[src/rtl/simd4_operand_packer.sv]
// Packs four consecutive scalar (a, b) operand pairs into one four-lane bundle for the
// SIMD adder, with early close on in_last and zero-filled unused lanes.
module simd4_operand_packer #(
    parameter int width = 12
) (
    input  logic             clock,
    input  logic             reset,
    input  logic             in_valid,
    output logic             in_ready,
    input  logic [width-1:0] in_a,
    input  logic [width-1:0] in_b,
    input  logic             in_last,
    output logic             out_valid,
    input  logic             out_ready,
    output logic [width-1:0] a0,
    output logic [width-1:0] a1,
    output logic [width-1:0] a2,
    output logic [width-1:0] a3,
    output logic [width-1:0] b0,
    output logic [width-1:0] b1,
    output logic [width-1:0] b2,
    output logic [width-1:0] b3,
    output logic [3:0]       lane_mask
);

    if (width < 1 || width > 12) begin : g_width_check
        $error("simd4_operand_packer: width must be within 1..12");
    end

    typedef enum logic {
        ST_FILL = 1'b0,
        ST_HOLD = 1'b1
    } state_t;

    state_t           state_q,     state_d;
    logic [1:0]       lane_cnt_q,  lane_cnt_d;
    logic [3:0]       mask_q,      mask_d;
    logic [width-1:0] lane_a_q [4];
    logic [width-1:0] lane_a_d [4];
    logic [width-1:0] lane_b_q [4];
    logic [width-1:0] lane_b_d [4];
    logic             ready_en_q;
    logic             accept_s;

    // in_ready stays low while reset is held and rises on the first edge after release
    assign in_ready  = ready_en_q & ((state_q == ST_FILL) | out_ready);
    assign out_valid = (state_q == ST_HOLD);
    assign accept_s  = in_valid & in_ready;

    // Next-state, lane-write and handshake logic
    always_comb begin
        state_d    = state_q;
        lane_cnt_d = lane_cnt_q;
        mask_d     = mask_q;
        lane_a_d   = lane_a_q;
        lane_b_d   = lane_b_q;
        case (state_q)
            ST_FILL: begin
                if (accept_s) begin
                    lane_a_d[lane_cnt_q] = in_a;
                    lane_b_d[lane_cnt_q] = in_b;
                    mask_d[lane_cnt_q]   = 1'b1;
                    if (lane_cnt_q == 2'd3 || in_last) begin
                        state_d    = ST_HOLD;
                        lane_cnt_d = 2'd0;
                    end else begin
                        lane_cnt_d = lane_cnt_q + 2'd1;
                    end
                end else begin
                    state_d = ST_FILL;
                end
            end
            ST_HOLD: begin
                if (out_ready) begin
                    // Bundle leaves; a pair arriving in the same cycle opens the next one in lane 0
                    for (int i = 0; i < 4; i++) begin
                        lane_a_d[i] = {width{1'b0}};
                        lane_b_d[i] = {width{1'b0}};
                    end
                    mask_d     = 4'b0000;
                    state_d    = ST_FILL;
                    lane_cnt_d = 2'd0;
                    if (accept_s) begin
                        lane_a_d[0] = in_a;
                        lane_b_d[0] = in_b;
                        mask_d      = 4'b0001;
                        if (in_last) begin
                            state_d    = ST_HOLD;
                            lane_cnt_d = 2'd0;
                        end else begin
                            lane_cnt_d = 2'd1;
                        end
                    end else begin
                        lane_cnt_d = 2'd0;
                    end
                end else begin
                    state_d = ST_HOLD;
                end
            end
            default: begin
                state_d    = ST_FILL;
                lane_cnt_d = 2'd0;
                mask_d     = 4'b0000;
            end
        endcase
    end

    // State, lane storage and ready-enable registers
    always_ff @(posedge clock or posedge reset) begin
        if (reset) begin
            state_q    <= ST_FILL;
            lane_cnt_q <= 2'd0;
            mask_q     <= 4'b0000;
            ready_en_q <= 1'b0;
            for (int i = 0; i < 4; i++) begin
                lane_a_q[i] <= {width{1'b0}};
                lane_b_q[i] <= {width{1'b0}};
            end
        end else begin
            state_q    <= state_d;
            lane_cnt_q <= lane_cnt_d;
            mask_q     <= mask_d;
            ready_en_q <= 1'b1;
            for (int i = 0; i < 4; i++) begin
                lane_a_q[i] <= lane_a_d[i];
                lane_b_q[i] <= lane_b_d[i];
            end
        end
    end

    assign a0        = lane_a_q[0];
    assign a1        = lane_a_q[1];
    assign a2        = lane_a_q[2];
    assign a3        = lane_a_q[3];
    assign b0        = lane_b_q[0];
    assign b1        = lane_b_q[1];
    assign b2        = lane_b_q[2];
    assign b3        = lane_b_q[3];
    assign lane_mask = mask_q;

endmodule

[config.mk]
export PLATFORM = sky130hd
export DESIGN_NAME = simd4_operand_packer
export DESIGN_NICKNAME = d
export VERILOG_FILES = /design/src/rtl/simd4_operand_packer.sv
export SDC_FILE = /design/constraint.sdc
export NUM_CORES = 1
export LEC_CHECK = 0
export CORE_ASPECT_RATIO = 0.8
export CORE_MARGIN = 5
export CORE_UTILIZATION = 30
export DETAILED_ROUTE_END_ITERATION = 8
export SYNTH_ARGS = -nofsm -noshare
export SYNTH_HDL_FRONTEND = slang
export SYNTH_SLANG_ARGS = --single-unit
[constraint.sdc]
create_clock -name clock -period 4.5 [get_ports clock]
set_input_delay 1.125 -clock clock [delete_from_list [all_inputs] [get_ports clock]]
set_output_delay 1.125 -clock clock [all_outputs]
set_load 0.02 [all_outputs]
==> metrics.md <==
| Metric | Value |
|---|---|
| Outcome | completed |
| GP Congestion | 0.780 |
| Total number of nets in the final design | 555 |
| Sequential-to-total area share from yosys stat | 62.0% |
| Number of enable-type register cells in the synthesized netlist | 0 |
| Total via count after detailed routing | 3,336 |
| Avg Vias per Cell | 4.72 |
| Transition at the pin with the smallest max-transition slack | 1.01 ns |
| Initial antenna violation count | 0 |
| Synth Flop Type | dfrtp_1 |
| Achievable frequency | 0.273 GHz |
| Post-route design area | 0.00587 mm^2 |
| Worst EP arrival | 2.53 ns |
| Total number of clock tree sinks | 104 |
| Launching element of the worst setup path | out_ready |
| Cell at the root of the clock tree | clkbuf_16 |
| # fillers | 1,276 |
| Max Buffers Root-to-Sink | 2 |
| Initial cell density of the core | 30.8% |
| Reg-to-reg endpoint | a3[11] |
| Share of synthesized registers carrying an async set or reset | 100% |
| RR Startpoint | lane_cnt_q[1] |
| Finish-stage setup viols | 0 |
| Post-CTS repair timing setup buffer count | 0 |
| Clock tree skew after final layout | 0.00817 ns |
| Pwr Density | 458 mW/mm^2 |
| Leakage Power | 2.51 nW |
| DRT Wirelength | 11.8 mm |
| Post-synthesis instance area | 0.00420 mm^2 |
| Total GRT Usage | 14.7% |
| Endpoint of the most critical setup path | in_ready |
| Post-CTS sizing | 0 |
| Residual DRC | 0 |
| Worst R2R Setup Slack | 2.54 ns |
| Number of DRC markers after the initial detailed-route iteration | 194 |
| Total half-perimeter wirelength after legalization and detailed placement | 7.78 mm |
| Reg2Reg Depth | 3 |
| DRT antenna net count | 0 |
| WS Path Type | in -> out |
| Post-detailed-route wirelength per cell | 16.7 um |
| Number of buffers inserted by port buffering | 130 |
| Category of the worst setup path capture point | output port |
| Clock latency on the worst-skew pair | 0.34 ns |
| H-tree lvl count | 3 |
| Pin count of the biggest net entering global routing | 78 |
| Standard-cell row count | 38 |
| Worst ir drop on vdd | 0.000202 V |
| Final min period | 3.66 ns |
| First-pass iteration count of the detailed router | 4 |
| Hold/Removal Path Class | reg -> reg |
| Number of different library cells in the post-synthesis netlist | 28 |
| Number of global-route vias before repair | 3,327 |
| Maximum fanout count along the critical path | 3 |
| Number of buffers inserted during clock tree synthesis | 9 |
| Share of post-route cells with drive strength above 1 | 5.50% |
| Aggregate negative setup slack | 0 ns |
| Period utilization | 81.3% |
| Syn-to-layout area delta | 39.8% |
| Number of max-cap violations | 0 |
| Unrepaired setup endpoints after global routing | false |
| Post-synth net total | 440 |
| Number of antenna repair diodes | 0 |
| Placed instance area | 0.00556 mm^2 |
| Max-slew headroom | 32.3% |
| Full die area | 0.0165 mm^2 |
| Yosys warns | 0 |
| Gate count after technology mapping | 407 |
| X dimension of the die | 142 um |
| Number of I/O pins | 131 |
| Register clock-pin slew on the reported worst setup and hold paths | 0.07 ns |
| Startpoint type of the worst setup path | primary input |
| Data required time at the worst endpoint | 3.38 ns |
| Average cell area after synthesis | 10.3 um^2 |
| Clock tree from TritonCTS | done |
| Placeable Area | 0.0136 mm^2 |
| Die height | 116 um |
| Post-synthesis sequential element count | 104 |
| Number of hold-slack violations in the final timing report | 0 |
| Wire length of the first global-routing pass | 18.9 mm |
| Total of hold buffers inserted after clock tree synthesis | 0 |
| Final max-slew violation count | 0 |
| Total global routing overflow | 0 |
-- cells by family after synthesis --
group	count (synthesis)	synth area share [%]
adders and majority gates	4	1.19
AOI/OAI and AO/OA	106	16.3
buffers and inverters	32	5.10
muxes	1	0.238
and+or+nand+nor	159	15.1
DFF	104	62.0
other	1	0.0893
-- registers in the layout, indices dropped and copies added, names as in the netlist, 2 cells and up --
register    cells
a2             12
a0             12
b2             12
lane_mask       4
a1             12
b0             12
b1             12
lane_cnt_q      2
b3             12
a3             12
-- cells in the mapped netlist, drive strengths merged (2+ instances only) --
library cell,n,area share (%)
clkbuf,3,0.36
o21ai,73,9.1
a21o,4,0.72
a22o,24,5.0
and2,2,0.36
nor2,3,0.27
buf,25,4.4
and4b,3,0.72
inv,4,0.36
a21oi,2,0.51
ha,4,1.2
nand2b,2,0.30
nand2,148,13
dfrtp,104,62
-- cell usage in the layout, fill, tap and decap left out, types with 2 or more instances in the layout --
master | synthesis | final
nand2_1 | 147 | 147
clkdlybuf4s50_1 | 0 | 130
dfrtp_1 | 104 | 104
o21ai_0 | 63 | 63
a22o_1 | 24 | 24
clkbuf_16 | 0 | 9
o21ai_1 | 6 | 6
a21o_1 | 4 | 4
o21ai_2 | 4 | 4
ha_1 | 4 | 4
inv_1 | 4 | 3
and4b_2 | 0 | 3
nor2_1 | 3 | 3
nand2b_1 | 2 | 2
clkbuf_8 | 0 | 2
clkinv_4 | 0 | 2
-- metrics by stage --
stage | cells | setup slack, ns | hold WS (ns) | util [%] | power [mW]
final | 707 | 0.840 | 0.488 | 43.0 | 2.69
after global routing | 707 | 0.790 | 0.510 | 43.0 | 2.81
after CTS | 707 | 0.849 | 0.496 | 43.0 | 2.73
after detailed placement | 691 | 0.863 | 0.475 | 40.7 | 1.91
after global placement | 691 | 0.864 | 0.464 | 40.7 | 1.90
after floorplan | 407 | 0.643 | 0.541 | - | 1.52
-- critical path, cell delays in order --
cell	delay (ns)
clkdlybuf4s50_1	0.51
nand2b_1	0.15
and2_1	0.14
clkdlybuf4s50_1	0.61
-- worst min path at each step --
| stage | start | endpoint | slack [ns] | cells past startpoint |
|---|---|---|---|---|
| 3_3_place_gp | lane_mask[2] | lane_mask[2] | 0.46 | 1 |
| 6_report | lane_mask[0] | lane_mask[0] | 0.49 | 1 |
| 3_5_place_dp | lane_mask[0] | lane_mask[0] | 0.47 | 1 |
| 5_1_grt | lane_mask[0] | lane_mask[0] | 0.51 | 1 |
| 4_1_cts | lane_mask[0] | lane_mask[0] | 0.50 | 1 |
| 2_1_floorplan | lane_cnt_q[1] | lane_cnt_q[1] | 0.54 | 2 |
-- area by class of cell --
cell class / instances / area (um^2) / area share [%]
Inverter: 4 / 17.5 / 0.299
Timing Repair Buffer: 132 / 1330 / 22.6
Tap cell: 180 / 225 / 3.84
Sequential cell: 104 / 2600 / 44.3
Multi-Input combinational cell: 271 / 1390 / 23.6
Clock buffer: 12 / 256 / 4.37
Clock inverter: 4 / 52.6 / 0.896
-- power by group --
group | internal (mW) | switching [mW]
Sequential | 1.08 | 0.0894
Clock | 0.463 | 0.341
Combinational | 0.336 | 0.382
-- per-layer routing --
layer,track usage [%],routed length [um],vias up
met5,0,0,-
met4,3.07,84,0
met3,4.33,775,9
met2,22.5,5280,102
met1,20.7,5700,1642
li1,-,-,1583
Power figures use the tool's default switching activity.
